File: src/rtl/regfile_host.sv
// regfile_host
// Command front-end for an external two-read/one-write register file.
// Commands:
//   WRITE - single register write.
//   READ  - dual read, returned as one held response.
//   FILL  - writes base + 2*i into every entry.
//   DUMP  - reads the pair (i, i+REGS/2) for each i in the lower half,
//           giving one response per pair.
//
// Ports
//   clk, rst_n               : clock, asynchronous active-low reset
//   cmd_valid / cmd_ready    : command handshake
//   cmd_op                   : 00 WRITE, 01 READ, 10 FILL, 11 DUMP
//   cmd_addr_a / cmd_addr_b  : write/read address A, read address B
//   cmd_data                 : write data or FILL base value
//   rsp_valid / rsp_ready    : response handshake
//   rsp_data_a / rsp_data_b  : captured read data
//   rsp_addr                 : address A belonging to the response
//   busy                     : high whenever a command is in progress
//   address_w/a/b, enable_w/a/b, In : register-file drive
//   OutA, OutB               : register-file read data, valid one cycle after
//                              the edge that sampled enable_a/enable_b
module regfile_host #(
  parameter int REGS = 32
) (
  input  logic        clk,
  input  logic        rst_n,
  input  logic        cmd_valid,
  output logic        cmd_ready,
  input  logic [1:0]  cmd_op,
  input  logic [4:0]  cmd_addr_a,
  input  logic [4:0]  cmd_addr_b,
  input  logic [31:0] cmd_data,
  output logic        rsp_valid,
  input  logic        rsp_ready,
  output logic [31:0] rsp_data_a,
  output logic [31:0] rsp_data_b,
  output logic [4:0]  rsp_addr,
  output logic        busy,
  output logic [4:0]  address_w,
  output logic [4:0]  address_a,
  output logic [4:0]  address_b,
  output logic        enable_w,
  output logic        enable_a,
  output logic        enable_b,
  output logic [31:0] In,
  input  logic [31:0] OutA,
  input  logic [31:0] OutB
);

  localparam logic [2:0] ST_IDLE     = 3'd0;
  localparam logic [2:0] ST_WR       = 3'd1;
  localparam logic [2:0] ST_FILL     = 3'd2;
  localparam logic [2:0] ST_RD_ISSUE = 3'd3;
  localparam logic [2:0] ST_RD_WAIT  = 3'd4;
  localparam logic [2:0] ST_RESP     = 3'd5;

  localparam logic [1:0] OP_WRITE = 2'b00;
  localparam logic [1:0] OP_READ  = 2'b01;
  localparam logic [1:0] OP_FILL  = 2'b10;
  localparam logic [1:0] OP_DUMP  = 2'b11;

  localparam logic [4:0] LAST_ADDR = 5'(REGS - 1);
  localparam logic [4:0] HALF      = 5'(REGS / 2);
  localparam logic [4:0] DUMP_LAST = 5'(REGS / 2 - 1);

  logic [2:0]  state_q, state_d;
  logic [1:0]  op_q, op_d;
  logic [4:0]  addr_a_q, addr_a_d;
  logic [4:0]  addr_b_q, addr_b_d;
  logic [31:0] data_q, data_d;
  logic [4:0]  cnt_q, cnt_d;
  logic [31:0] rsp_data_a_q, rsp_data_a_d;
  logic [31:0] rsp_data_b_q, rsp_data_b_d;
  logic [4:0]  rsp_addr_q, rsp_addr_d;

  logic [4:0]  rd_addr_a, rd_addr_b;

  // DUMP walks the loop counter over the lower half and pairs it with the
  // matching upper-half entry; READ uses the latched command addresses.
  always_comb begin
    rd_addr_a = addr_a_q;
    rd_addr_b = addr_b_q;
    if (op_q == OP_DUMP) begin
      rd_addr_a = cnt_q;
      rd_addr_b = cnt_q + HALF;
    end
  end

  // Sequencing. Commands are latched on acceptance so later changes on the
  // cmd_* inputs cannot disturb the operation in progress.
  always_comb begin
    state_d      = state_q;
    op_d         = op_q;
    addr_a_d     = addr_a_q;
    addr_b_d     = addr_b_q;
    data_d       = data_q;
    cnt_d        = cnt_q;
    rsp_data_a_d = rsp_data_a_q;
    rsp_data_b_d = rsp_data_b_q;
    rsp_addr_d   = rsp_addr_q;
    case (state_q)
      ST_IDLE: begin
        if (cmd_valid) begin
          op_d     = cmd_op;
          addr_a_d = cmd_addr_a;
          addr_b_d = cmd_addr_b;
          data_d   = cmd_data;
          cnt_d    = 5'd0;
          case (cmd_op)
            OP_WRITE: state_d = ST_WR;
            OP_FILL:  state_d = ST_FILL;
            default:  state_d = ST_RD_ISSUE;
          endcase
        end
      end
      ST_WR: state_d = ST_IDLE;
      ST_FILL: begin
        // The counter only ever wraps back to zero here, on the last write.
        if (cnt_q == LAST_ADDR) begin
          cnt_d   = 5'd0;
          state_d = ST_IDLE;
        end else begin
          cnt_d = cnt_q + 5'd1;
        end
      end
      ST_RD_ISSUE: state_d = ST_RD_WAIT;
      ST_RD_WAIT: begin
        // Register-file data is valid in this cycle, one edge after issue.
        rsp_data_a_d = OutA;
        rsp_data_b_d = OutB;
        rsp_addr_d   = rd_addr_a;
        state_d      = ST_RESP;
      end
      ST_RESP: begin
        if (rsp_ready) begin
          if (op_q == OP_DUMP && cnt_q != DUMP_LAST) begin
            cnt_d   = cnt_q + 5'd1;
            state_d = ST_RD_ISSUE;
          end else begin
            cnt_d   = 5'd0;
            state_d = ST_IDLE;
          end
        end
      end
      default: state_d = ST_IDLE;
    endcase
  end

  // Register-file drive decodes straight from state so an asynchronous reset
  // drops every enable immediately. Idle buses are forced to zero.
  always_comb begin
    enable_w  = 1'b0;
    address_w = 5'd0;
    In        = 32'd0;
    enable_a  = 1'b0;
    enable_b  = 1'b0;
    address_a = 5'd0;
    address_b = 5'd0;
    case (state_q)
      ST_WR: begin
        enable_w  = 1'b1;
        address_w = addr_a_q;
        In        = data_q;
      end
      ST_FILL: begin
        enable_w  = 1'b1;
        address_w = cnt_q;
        In        = data_q + {26'd0, cnt_q, 1'b0};
      end
      ST_RD_ISSUE: begin
        enable_a  = 1'b1;
        enable_b  = 1'b1;
        address_a = rd_addr_a;
        address_b = rd_addr_b;
      end
      default: ;
    endcase
  end

  assign cmd_ready  = rst_n && (state_q == ST_IDLE);
  assign busy       = (state_q != ST_IDLE);
  assign rsp_valid  = (state_q == ST_RESP);
  assign rsp_data_a = rsp_data_a_q;
  assign rsp_data_b = rsp_data_b_q;
  assign rsp_addr   = rsp_addr_q;

  always_ff @(posedge clk or negedge rst_n) begin
    if (!rst_n) begin
      state_q      <= ST_IDLE;
      op_q         <= OP_WRITE;
      addr_a_q     <= 5'd0;
      addr_b_q     <= 5'd0;
      data_q       <= 32'd0;
      cnt_q        <= 5'd0;
      rsp_data_a_q <= 32'd0;
      rsp_data_b_q <= 32'd0;
      rsp_addr_q   <= 5'd0;
    end else begin
      state_q      <= state_d;
      op_q         <= op_d;
      addr_a_q     <= addr_a_d;
      addr_b_q     <= addr_b_d;
      data_q       <= data_d;
      cnt_q        <= cnt_d;
      rsp_data_a_q <= rsp_data_a_d;
      rsp_data_b_q <= rsp_data_b_d;
      rsp_addr_q   <= rsp_addr_d;
    end
  end

endmodule

File: config.mk
export PLATFORM = sky130hd
export DESIGN_NAME = regfile_host
export DESIGN_NICKNAME = d
export VERILOG_FILES = /design/src/rtl/regfile_host.sv
export SDC_FILE = /design/constraint.sdc
export NUM_CORES = 1
export LEC_CHECK = 0
export BUFFER_PORTS_ARGS = -buffer_cell sky130_fd_sc_hd__buf_4
export CAP_MARGIN = 30
export CORE_MARGIN = 5
export CORE_UTILIZATION = 53
export CTS_CLUSTER_DIAMETER = 120
export DETAILED_ROUTE_END_ITERATION = 7
export PLACE_DENSITY_LB_ADDON = 0.15
export SLEW_MARGIN = 10
export SYNTH_ARGS = -nofsm -noshare
export SYNTH_HDL_FRONTEND = slang
export SYNTH_SLANG_ARGS = --single-unit
File: constraint.sdc
create_clock -name clk -period 7.3 [get_ports clk]
set_input_delay 1.095 -clock clk [delete_from_list [all_inputs] [get_ports clk]]
set_output_delay 1.095 -clock clk [all_outputs]
set_load 0.05 [all_outputs]
# Word-level counts from Yosys, hierarchy flattened
# Index checks and enable logic that the tools add are counted.
[word_totals]
latch_bits = 0
mem_count = 0
input_bits = 112
ff_bits = 121
mem_bits_rw = 0
mem_bits_ro = 0
[classes]
order_cmp = 0
n_eq_ne = 12
div_mod_pow = 0
n_mux = 19
bitwise_logic = 0
n_reduce_logical = 10
n_addsub = 3
shifts = 0
n_mul = 0
[op_table]
columns = ["cell", "count"]
rows = [
  ["32-bit one-hot mux with 2 select lines", 1],
  ["5-bit two-way mux", 8],
  ["32-bit by 6-bit adder with 32-bit output", 1],
  ["3-bit one-hot mux with 5 select lines", 1],
  ["5-bit one-hot mux with 3 select lines", 1],
  ["5-bit one-hot mux with 2 select lines", 1],
  ["3-bit two-way mux", 3],
  ["3-bit by 2-bit == test with 1-bit output (second input constant)", 2],
  ["3-bit == test (second input constant)", 2],
  ["3-bit AND reduction", 2],
  ["3-bit nonzero test", 2],
  ["5-bit by 1-bit adder with 5-bit output (second input constant)", 1],
  ["5-bit adder (second input constant)", 1],
  ["5-bit == test (second input constant)", 1],
  ["5-bit by 4-bit inequality test with 1-bit output (second input constant)", 1],
  ["2-bit == test (second input constant)", 2],
  ["2-bit inequality test (second input constant)", 2],
  ["2-bit one-hot mux with 2 select lines", 1],
  ["3-bit by 1-bit == test with 1-bit output (second input constant)", 1],
  ["3-bit zero test", 1],
  ["1-bit logical AND", 2],
  ["2-bit zero test", 1],
  ["1-bit two-way mux", 2],
  ["2-bit two-way mux", 1],
  ["other kinds (3)", 3],
]

# Depth between registers and ports, before layout
[depth]
word_depth = 5
ltp_mapped = 9

# Least setup slack after synthesis
# OpenSTA, ideal clock, no wires.
[synth_timing]
path_type = "register to output"
start = "reg cnt_q[0]"
end = "out In[21]"
path_buffers = 1
path_slack_ps = 3070
path_stages_with_launch = 10
t_arrival_ps = 3135
path_cell_list = "dfrtp_1 > ha_1 > inv_1 > fa_1 > nand2b_1 > a21oi_1 > or2_2 > clkbuf_1 > nand3_1 > o31ai_1"
[synth_between]
elab_chain_len = 2
[synth_rtl]
columns = ["item", "line_no", "text"]
rows = [
  ["from (decl)", "72", "logic [4:0] cnt_q, cnt_d;"],
  ["from (signal assigned)", "205", "cnt_q <= cnt_d;"],
  ["32-bit by 6-bit adder with 32-bit output", "169", "In = data_q + {26'd0, cnt_q, 1'b0};"],
  ["32-bit one-hot mux with 2 select lines", "160", "case (state_q)"],
  ["to (decl)", "46", "output logic [31:0] In,"],
]
# No other way between the ends.

# Worst setup path after layout
[layout_timing]
start = "reg cnt_q[0]"
end = "out In[29]"
# Same word-level chain as after synthesis.

==> out/metrics.yaml <==
status: "finished clean"
synthCells: 526
row_count: 38
post-cts-setup-buffers: 0
use_met1_pct: 32.3
clock.fmax_mhz: 234
gr-usage-met3_pct: 10.5
hold_path.class: "reg2reg"
synthFlopType: "dfrtp_1"
drt-initial-drc-count: 486
dpl.hpwl_um: 12800
yosysSeqAreaShare_pct: 50.6
clkSinkCount: 121
async_reset_ff_share_pct: 100
h-tree-depth: 4
cts_buffer_depth: 2
dieWidth_um: 116
hold_viol_final: 0
syn_avg_cell_area_um2: 11.4
drc: 0
cts_resized: 0
yosysUniqueCellTypes: 62
skew_ns: 0.00507
use_met2_pct: 43.5
routed_wirelength_um: 17600
gp_congestion: 0.877
gr-total-overflow: 0
ioPinCount: 234
clockRootBuffer: "clkbuf_16"
final_nets: 870
port_buffers: 233
worstSkewPairLatency_ns: 0.42
die-height_um: 116
ys_ff_latch: 121
clk_pin_slew_ns: 0.06
n_antenna_cell: 0
placed_cell_area_um2: 7820
setup_viol_count_final: 0
grt_util_all_layers_pct: 26.6
first_global_vias: 5428
drtAntennaViolNets: 0
die_area_um2: 13500
synth_edf_count: 0
grt_max_degree: 75
fillCellCount: 721
syn_area_um2: 5990
dr_total_vias: 5281
slew_violations: 0
yosys_warnings: 0
vias_per_cell: 5.85
fin_setup_tns_ns: 0
arrival_ns: 3.18
crit_type: "reg2out"
cp.required_ns: 6.20
start_util_pct: 54.8
rsz0062_at_grt: "false"
max_slew_margin_pct: 36.5
syn2layout_area_growth_pct: 41.1
antenna_found_initial: 0
period_needed_ns: 4.28
tritoncts: "yes"
maxCapViolations: 0
fin_crit_sh_pct: 58.6
final_area_um2: 8450
cts_buffers: 17
worst_pin_slew_ns: 0.953
regArea_um2: 3030
start_kind: "flip-flop"
wl_per_cell_um: 19.5
crit_path_max_fanout: 12
firstDrtPassIters: 5
fp.coreArea_um2: 10900
syn_nets: 647
top_usage_layer: "met2"
cp-end-kind: "primary output"
layout_commonest_cell: "buf_4"
multiInputGateArea_um2: 2760
final_cell_mix: "buf_4 (236), dfrtp_1 (121), mux2_2 (101)"
grt_pass1_wl_um: 27800
postCtsHoldBufs: 0
drive_gt1_share_pct: 50.8
-- logic make-up after synthesis --
logic type / synth area share [%]
AND/OR/NAND/NOR: 11.8
flip-flops: 50.6
AO/OA/AOI/OAI: 12.3
multiplexers: 19.5
buffers and inverters: 3.61
adder cells (fa/ha/maj): 2.01
XOR/XNOR: 0.146
-- state kept, by name, summed over array words and instances, names as in the netlist --
signal	cells
data_q	32
addr_a_q	5
addr_b_q	5
cnt_q	5
rsp_data_a	32
rsp_addr	5
rsp_data_b	32
op_q	2
state_q	3
-- per-stage QoR --
stage | utilization [%] | cells | setup WS [ns] | hold slack, ns
floorplan | - | 526 | 3.07 | 0.472
global placement | 71.2 | 867 | 3.66 | 0.485
detailed placement | 71.5 | 869 | 3.50 | 0.497
CTS | 77.2 | 901 | 3.02 | 0.510
global route | 77.3 | 902 | 2.82 | 0.523
finish | 77.3 | 902 | 3.02 | 0.505
-- cell usage after synthesis (5+ instances only) --
cell type | n | area [um2]
a21oi_1 | 23 | 115
a31oi_1 | 6 | 37.5
and3_1 | 7 | 43.8
buf_2 | 20 | 100
clkbuf_1 | 12 | 45.0
dfrtp_1 | 121 | 3030
ha_1 | 8 | 100
inv_1 | 13 | 48.8
mux2_2 | 101 | 1140
nand2_1 | 36 | 135
nand2b_1 | 6 | 37.5
nand3_1 | 16 | 80.1
nor2_1 | 28 | 105
nor3_1 | 5 | 25.0
o211ai_1 | 11 | 82.6
o21ai_0 | 21 | 105
o311ai_0 | 8 | 70.1
o31ai_1 | 7 | 52.6
or3_1 | 5 | 31.3
or4_1 | 6 | 45.0
-- final timing paths --
check / from / to / slack [ns] / cells after the start
worst max-delay path: cnt_q[0] / In[29] / 3.02 / 9
worst min-delay path: rsp_data_a[12] / rsp_data_a[12] / 0.51 / 1
worst max register to register: state_q[2] / rsp_data_b[20] / 5.07 / 4
worst min register to register: rsp_data_a[12] / rsp_data_a[12] / 0.51 / 1
max in group asynchronous: rst_n / data_q[22] / 5.24 / 2
min in group asynchronous: rst_n / data_q[25] / 0.71 / 1
-- cell type report --
| class | instances | share of cell area, % |
|---|---|---|
| sequential | 121 | 35.8 |
| timing repair buffer | 239 | 21.4 |
| multi-input combinational | 357 | 32.7 |
| clock inverter | 13 | 2.01 |
| inverter | 13 | 0.577 |
| clock buffer | 19 | 5.36 |
| tap | 140 | 2.07 |
-- critical path, stage by stage, from the launching register on --
cell,delay [ns]
dfrtp_1,0.47
ha_1,0.24
inv_1,0.07
fa_1,0.38
nand2b_1,0.19
a21oi_1,0.32
o21ai_2,0.23
o311a_1,0.39
a211o_1,0.28
buf_4,0.19
-- layer usage --
layer  vias up  share of wire, %
met4         0               2.2
met2       265                50
met5         -                 0
li1       2402                 -
met1      2573                37
met3        41                10
Power is not shown: default switching activity piles up to over one toggle a cycle in this logic, so the estimate is an artifact.
